--- src/rtl/rv_mc_sequencer_pkg.sv ---
// Shared encodings for the multi-cycle RV32I sequencer.
// Latency: n/a (constants only).
// Backpressure: n/a.
package rv_mc_pkg;

    typedef enum logic [2:0] {
        S_FETCH     = 3'd0,
        S_DECODE    = 3'd1,
        S_EXECUTE   = 3'd2,
        S_MEM       = 3'd3,
        S_WRITEBACK = 3'd4,
        S_TRAP      = 3'd7
    } state_t;

    localparam logic [31:0] NOP_INST         = 32'h0000_0013;
    localparam logic [31:0] DEFAULT_RESET_PC = 32'h0000_0000;

endpackage

--- src/rtl/rv_mc_sequencer_if.sv ---
// Instruction and data memory req/ready handshake bundle.
// Latency: n/a (wires only).
// Backpressure: requester holds req until the memory answers with ready.
interface rv_mc_sequencer_if #(
    parameter int INST_LENGTH = 32
);
    logic                   imem_req;
    logic                   imem_ready;
    logic [INST_LENGTH-1:0] imem_rdata;
    logic                   dmem_req;
    logic                   dmem_we;
    logic                   dmem_ready;

    modport master (
        output imem_req, dmem_req, dmem_we,
        input  imem_ready, imem_rdata, dmem_ready
    );

    modport slave (
        input  imem_req, dmem_req, dmem_we,
        output imem_ready, imem_rdata, dmem_ready
    );
endinterface

--- src/rtl/rv_mc_wait_timer.sv ---
// Memory wait counter shared by the FETCH and MEM states.
// Latency: timeout is combinational in the cycle the count would reach MEM_TIMEOUT.
// Backpressure: counts cycles with req high and ready low; MEM_TIMEOUT=0 never fires.
module rv_mc_wait_timer #(
    parameter int MEM_TIMEOUT = 16
) (
    input  logic clk,
    input  logic rst,
    input  logic req,
    input  logic ready,
    output logic timeout
);
    localparam int CW = (MEM_TIMEOUT < 2) ? 1 : $clog2(MEM_TIMEOUT + 1);

    logic [CW-1:0] cnt;
    logic          waiting;

    assign waiting = req && !ready;

    // Any cycle that is not a stalled request restarts the count, which covers
    // every entry into FETCH or MEM.
    always_ff @(posedge clk) begin
        if (rst || !waiting) begin
            cnt <= '0;
        end else if (cnt != {CW{1'b1}}) begin
            cnt <= cnt + CW'(1);
        end
    end

    generate
        if (MEM_TIMEOUT == 0) begin : g_no_timeout
            assign timeout = 1'b0;
        end else begin : g_timeout
            assign timeout = waiting && (cnt == CW'(MEM_TIMEOUT - 1));
        end
    endgenerate
endmodule

--- src/rtl/rv_mc_sequencer.sv ---
// Multi-cycle RV32I control sequencer: PC/IR owner, FETCH-DECODE-EXECUTE-MEM-WRITEBACK.
// Latency: ALU/store 4 cycles, load 5, plus one per memory wait cycle.
// Backpressure: imem/dmem req held until ready; stall beyond MEM_TIMEOUT traps. Option: RV_MC_PERF_COUNTERS_EN.
module rv_mc_sequencer
    import rv_mc_pkg::*;
#(
    parameter int                   PC_LENGTH   = 32,
    parameter int                   INST_LENGTH = 32,
    parameter logic [PC_LENGTH-1:0] RESET_PC    = PC_LENGTH'(DEFAULT_RESET_PC),
    parameter int                   MEM_TIMEOUT = 16,
    parameter int                   CNT_WIDTH   = 32
) (
    input  logic                   clk,
    input  logic                   rst,
    input  logic [PC_LENGTH-1:0]   pc_next,
    output logic [PC_LENGTH-1:0]   pc,
    output logic [INST_LENGTH-1:0] ir,
    rv_mc_sequencer_if.master      mem,
    input  logic                   dec_mem_en,
    input  logic                   dec_mem_wr,
    input  logic                   dec_reg_we,
    input  logic                   dec_illegal,
    output logic                   alu_q_we,
    output logic                   mdr_we,
    output logic                   reg_we,
    output logic                   retire,
    output logic                   trap,
    output logic [2:0]             state_o
`ifdef RV_MC_PERF_COUNTERS_EN
    ,
    output logic [CNT_WIDTH-1:0]   cycle_cnt,
    output logic [CNT_WIDTH-1:0]   instret_cnt
`endif
);
    state_t state;
    logic   in_fetch, in_mem, wait_ready, timeout;

    assign in_fetch   = (state == S_FETCH);
    assign in_mem     = (state == S_MEM);
    assign wait_ready = in_fetch ? mem.imem_ready : mem.dmem_ready;

    rv_mc_wait_timer #(.MEM_TIMEOUT(MEM_TIMEOUT)) u_wait_timer (
        .clk     (clk),
        .rst     (rst),
        .req     (in_fetch || in_mem),
        .ready   (wait_ready),
        .timeout (timeout)
    );

    // Strobes decode straight from state so zero-wait memories cost no extra cycle.
    assign mem.imem_req = !rst && in_fetch;
    assign mem.dmem_req = !rst && in_mem;
    assign mem.dmem_we  = !rst && in_mem && dec_mem_wr;
    assign alu_q_we     = !rst && (state == S_EXECUTE);
    assign mdr_we       = !rst && in_mem && mem.dmem_ready && !dec_mem_wr;
    assign reg_we       = !rst && (state == S_WRITEBACK) && dec_reg_we;
    assign retire       = !rst && ((state == S_WRITEBACK) ||
                                   (in_mem && mem.dmem_ready && dec_mem_wr));
    assign state_o      = state;

    always_ff @(posedge clk) begin
        if (rst) begin
            state <= S_FETCH;
            pc    <= RESET_PC;
            ir    <= INST_LENGTH'(NOP_INST);
            trap  <= 1'b0;
        end else begin
            case (state)
                S_FETCH: begin
                    if (mem.imem_ready) begin
                        ir    <= mem.imem_rdata;
                        state <= S_DECODE;
                    end else if (timeout) begin
                        state <= S_TRAP;
                        trap  <= 1'b1;
                    end
                end
                S_DECODE: begin
                    if (dec_illegal) begin
                        state <= S_TRAP;
                        trap  <= 1'b1;
                    end else begin
                        state <= S_EXECUTE;
                    end
                end
                S_EXECUTE: state <= dec_mem_en ? S_MEM : S_WRITEBACK;
                S_MEM: begin
                    if (mem.dmem_ready) begin
                        if (dec_mem_wr) begin
                            pc    <= pc_next;
                            state <= S_FETCH;
                        end else begin
                            state <= S_WRITEBACK;
                        end
                    end else if (timeout) begin
                        state <= S_TRAP;
                        trap  <= 1'b1;
                    end
                end
                S_WRITEBACK: begin
                    pc    <= pc_next;
                    state <= S_FETCH;
                end
                S_TRAP: state <= S_TRAP;
                default: begin
                    state <= S_TRAP;
                    trap  <= 1'b1;
                end
            endcase
        end
    end

`ifdef RV_MC_PERF_COUNTERS_EN
    always_ff @(posedge clk) begin
        if (rst) begin
            cycle_cnt   <= '0;
            instret_cnt <= '0;
        end else begin
            cycle_cnt <= cycle_cnt + CNT_WIDTH'(1);
            if (retire) begin
                instret_cnt <= instret_cnt + CNT_WIDTH'(1);
            end
        end
    end
`endif
endmodule

--- src/flat_wrapper.sv ---
// flat-port wrapper written by rule: the top's interface ports become plain ports
module rv_mc_sequencer_flat import rv_mc_pkg::*;
#(
    parameter int                   PC_LENGTH   = 32,
    parameter int                   INST_LENGTH = 32,
    parameter logic [PC_LENGTH-1:0] RESET_PC    = PC_LENGTH'(DEFAULT_RESET_PC),
    parameter int                   MEM_TIMEOUT = 16,
    parameter int                   CNT_WIDTH   = 32
)
  (clk, rst, pc_next, pc, ir, dec_mem_en, dec_mem_wr, dec_reg_we, dec_illegal, alu_q_we, mdr_we, reg_we, retire, trap, state_o, mem_imem_req, mem_dmem_req, mem_dmem_we, mem_imem_ready, mem_imem_rdata, mem_dmem_ready);
  rv_mc_sequencer_if #(.INST_LENGTH(INST_LENGTH)) mem_i ();
  input  logic clk;
  input  logic rst;
  input  logic [PC_LENGTH-1:0] pc_next;
  output logic [PC_LENGTH-1:0] pc;
  output logic [INST_LENGTH-1:0] ir;
  input  logic dec_mem_en;
  input  logic dec_mem_wr;
  input  logic dec_reg_we;
  input  logic dec_illegal;
  output logic alu_q_we;
  output logic mdr_we;
  output logic reg_we;
  output logic retire;
  output logic trap;
  output logic [2:0] state_o;
  output wire logic [$bits(mem_i.imem_req)-1:0] mem_imem_req;
  output wire logic [$bits(mem_i.dmem_req)-1:0] mem_dmem_req;
  output wire logic [$bits(mem_i.dmem_we)-1:0] mem_dmem_we;
  input wire logic [$bits(mem_i.imem_ready)-1:0] mem_imem_ready;
  input wire logic [$bits(mem_i.imem_rdata)-1:0] mem_imem_rdata;
  input wire logic [$bits(mem_i.dmem_ready)-1:0] mem_dmem_ready;
  assign mem_imem_req = mem_i.imem_req;
  assign mem_dmem_req = mem_i.dmem_req;
  assign mem_dmem_we = mem_i.dmem_we;
  assign mem_i.imem_ready = mem_imem_ready;
  assign mem_i.imem_rdata = mem_imem_rdata;
  assign mem_i.dmem_ready = mem_dmem_ready;
  rv_mc_sequencer #(.PC_LENGTH(PC_LENGTH), .INST_LENGTH(INST_LENGTH), .RESET_PC(RESET_PC), .MEM_TIMEOUT(MEM_TIMEOUT), .CNT_WIDTH(CNT_WIDTH)) u_core (.clk(clk), .rst(rst), .pc_next(pc_next), .pc(pc), .ir(ir), .mem(mem_i), .dec_mem_en(dec_mem_en), .dec_mem_wr(dec_mem_wr), .dec_reg_we(dec_reg_we), .dec_illegal(dec_illegal), .alu_q_we(alu_q_we), .mdr_we(mdr_we), .reg_we(reg_we), .retire(retire), .trap(trap), .state_o(state_o));
endmodule
--- config.mk ---
export PLATFORM = sky130hd
export DESIGN_NAME = rv_mc_sequencer_flat
export DESIGN_NICKNAME = d
export VERILOG_FILES = /design/src/rtl/rv_mc_sequencer_pkg.sv /design/src/rtl/rv_mc_sequencer_if.sv /design/src/rtl/rv_mc_wait_timer.sv /design/src/rtl/rv_mc_sequencer.sv /design/src/flat_wrapper.sv
export SDC_FILE = /design/constraint.sdc
export NUM_CORES = 1
export LEC_CHECK = 0
export BUFFER_PORTS_ARGS = -buffer_cell sky130_fd_sc_hd__buf_2
export CAP_MARGIN = 20
export CORE_MARGIN = 4
export CORE_UTILIZATION = 46
export CTS_CLUSTER_DIAMETER = 30
export CTS_CLUSTER_SIZE = 16
export DETAILED_ROUTE_END_ITERATION = 8
export PLACE_DENSITY = 0.76
export SKIP_LAST_GASP = 1
export SYNTH_ARGS = -nofsm -noshare
export SYNTH_HDL_FRONTEND = slang
export SYNTH_SLANG_ARGS = --single-unit
--- constraint.sdc ---
create_clock -name clk -period 2 [get_ports clk]
set_input_delay 0.4 -clock clk [delete_from_list [all_inputs] [get_ports clk]]
set_output_delay 0.4 -clock clk [all_outputs]
set_load 0.01 [all_outputs]
==> metrics.txt <==
detailed-route wire length per cell=12.4 µm; Max Fanout on Critical Path=12; CTS tree=done; Total Neg Setup Slack=0 ns; Critical Path Source Type=flop; leakage power=2.13 nW; fin cells=576; Cell Area, Synth=2970 µm²; Starting Density=47.1%; # fillers=568; Routed Antenna Nets=0; Core Footprint=6310 µm²; drt first-iter violations=132; postcts setup bufs=0; Commonest cells post-synth=130 x nand2_1, 73 x dfxtp_1, 34 x mux2i_1; # port buffers=146; post-route minimum period=1.86 ns; DRC violation count after routing=0; Final nets=569; clk_skew=0.00969 ns; Util after Layout=63.1%; final instance area=3990 µm²; initial antenna violation count=0; Area after DPL=3780 µm²; die span in x=88.4 µm; share of the synthesized area in the top cell type=49.1%; Power Dens Cells=1170 nW/µm²; Fmax=0.538 GHz; clk slew on worst S/H paths=0.08 ns; CP Class=flop to output pin; post-synth net total=424; ant diodes=0; Seq/Total Area, Yosys=49.1%; Worst-Skew Late Latency=0.33 ns; row cnt=29; Ys Warns=0; global-route wire length before repair=11.5 mm; CP required=1.60 ns; dpl hpwl=5.42 mm; Root Driver=clkbuf_8; EDFF count, synth=0; Area contributors post-synth=dfxtp_1 49%, nand2_1 16%, mux2i_1 11%; H-tree depth=3; worst slew pin tran=0.515 ns; WL final=7.16 mm; IO Pins=147; placed insts=560; Synth area leader=dfxtp_1; status=finished, final reports clean; max_cap viols=0; max_slew headroom=65.5%; Clock Sinks=73; drt pass-1 iters=4; clk buf depth=2; Final Setup Violations=0; vias in the first global route=2619; ys async rst share=0%; cell with the most instances after synthesis=nand2_1; vias per cell=4.93; die footprint=7820 µm²; Remaining Overflow, GRT=0; Max IR drop VDD=0.660 mV; layout cells sized above 1=35.7%; synth-to-layout area growth=34.0%; post-synth cell types=36; syn_area_per_cell=8.52 µm²; ys flop type=dfxtp_1; GPL Wtd Cong=0.874; crit path capture type=output pin; register bit total from synthesis=73; All-Layer GR Usage=18.3%; Worst EP arrival=1.46 ns; Vias=2840; Syn Inst Count=349; final worst-path cycle share=92.9%; pin count of the biggest net entering global routing=43; RSZ-0062 raised after global routing=no; Max Transition Viols Final=0; TritonCTS buffer count=9; Hold Violations, Final=0; type of the tightest min-delay check=input port to flop; Die Span Y=88.4 µm
-- per-stage QoR --
| stage | hold WS (ns) | setup WS [ns] | power (mW) |
|---|---|---|---|
| floorplan | 0.472 | 0.235 | 3.01 |
| global placement | 0.440 | 0.362 | 3.54 |
| detailed placement | 0.444 | 0.359 | 3.57 |
| CTS | 0.260 | 0.0985 | 4.71 |
| global route | 0.290 | 0.00937 | 4.98 |
| finish | 0.279 | 0.141 | 4.65 |
-- layer usage --
layer | wire length (µm) | up-vias | global-route usage (%) | part of all wire (%)
li1 | - | 1434 | - | -
met4 | 63 | 0 | 6.18 | 0.88
met2 | 3220 | 129 | 30.0 | 45
met3 | 849 | 6 | 5.59 | 12
met1 | 3030 | 1271 | 22.9 | 42
met5 | 0 | - | 0 | 0
-- cell usage in the layout, fill, tap and decap left out, drive strengths merged, types with 2 or more instances in the layout --
cell type | netlist | routed
nand2 | 130 | 130
ha | 3 | 3
nand2b | 2 | 2
clkinvlp | 0 | 2
buf | 13 | 159
mux2i | 34 | 34
nor2b | 3 | 3
clkinv | 0 | 2
clkbuf | 12 | 10
xor2 | 3 | 3
nor2 | 9 | 9
inv | 5 | 6
and3 | 4 | 4
dfxtp | 73 | 73
a221oi | 2 | 2
a21oi | 30 | 30
nand3 | 3 | 3
o21ai | 3 | 3
nor4b | 2 | 2
o221ai | 3 | 3
nor4 | 2 | 2
-- cells by family after synthesis --
group	count (synthesis)	share of synthesized area, %
muxes	34	11.4
adders and majority gates	3	1.26
DFF	73	49.1
AOI/OAI and AO/OA	42	8.54
buffers and inverters	30	5.17
and+or+nand+nor	163	23.3
xor gates and xnor gates	4	1.18
-- worst paths after layout --
| kind | cells past startpoint | endpoint | slack [ns] | startpoint |
|---|---|---|---|---|
| max | 4 | retire | 0.14 | u_core.state_o[0]$_SDFF_PP0_ |
| min reg2reg | 2 | u_core.ir[20]$_SDFFE_PP0P_ | 0.45 | u_core.ir[20]$_SDFFE_PP0P_ |
| min | 3 | u_core.ir[1]$_SDFFE_PP1P_ | 0.28 | mem_imem_rdata[1] |
| max reg2reg | 6 | u_core.state_o[1]$_SDFF_PP0_ | 0.37 | u_core.u_wait_timer.cnt[0]$_SDFFE_PP0P_ |
-- report_power, final --
group          leakage, nW  internal [mW]  switching, mW  total (mW)
Clock               0.0929          0.581          0.539        1.12
Combinational         1.44          0.695          0.899        1.59
Sequential           0.595           1.75          0.181        1.93
-- final cells by class --
class                   count  area (µm²)  area share [%]
repair buffers            159         841            21.1
clock inverters             6        67.6            1.70
flip-flops and latches     73        1460            36.7
well taps                  77        96.3            2.42
clock buffers              10         128            3.20
inverters                   5        18.8           0.471
multi-input cells         246        1370            34.4
-- state kept, by name (all words and copies together) (netlist names) --
| signal | cells |
|---|---|
| u_core.trap | 1 |
| u_core.pc | 32 |
| u_core.u_wait_timer.cnt | 5 |
| u_core.state_o | 3 |
| u_core.ir | 32 |
-- repair_timing --
item / 4_1_cts / 5_1_grt
endpoints found under the setup margin: 0 / 1
hold buffers: 0 / 0
gates resized for setup: 0 / 1
endpoints found under the hold margin: 0 / 0
-- worst max-delay path, stage by stage (launching register included) --
cell	delay, ns
dfxtp_1	0.51
nor2_1	0.14
a22oi_4	0.28
nor2_1	0.07
buf_2	0.14
No activity file was read; power rests on OpenSTA's default activity.
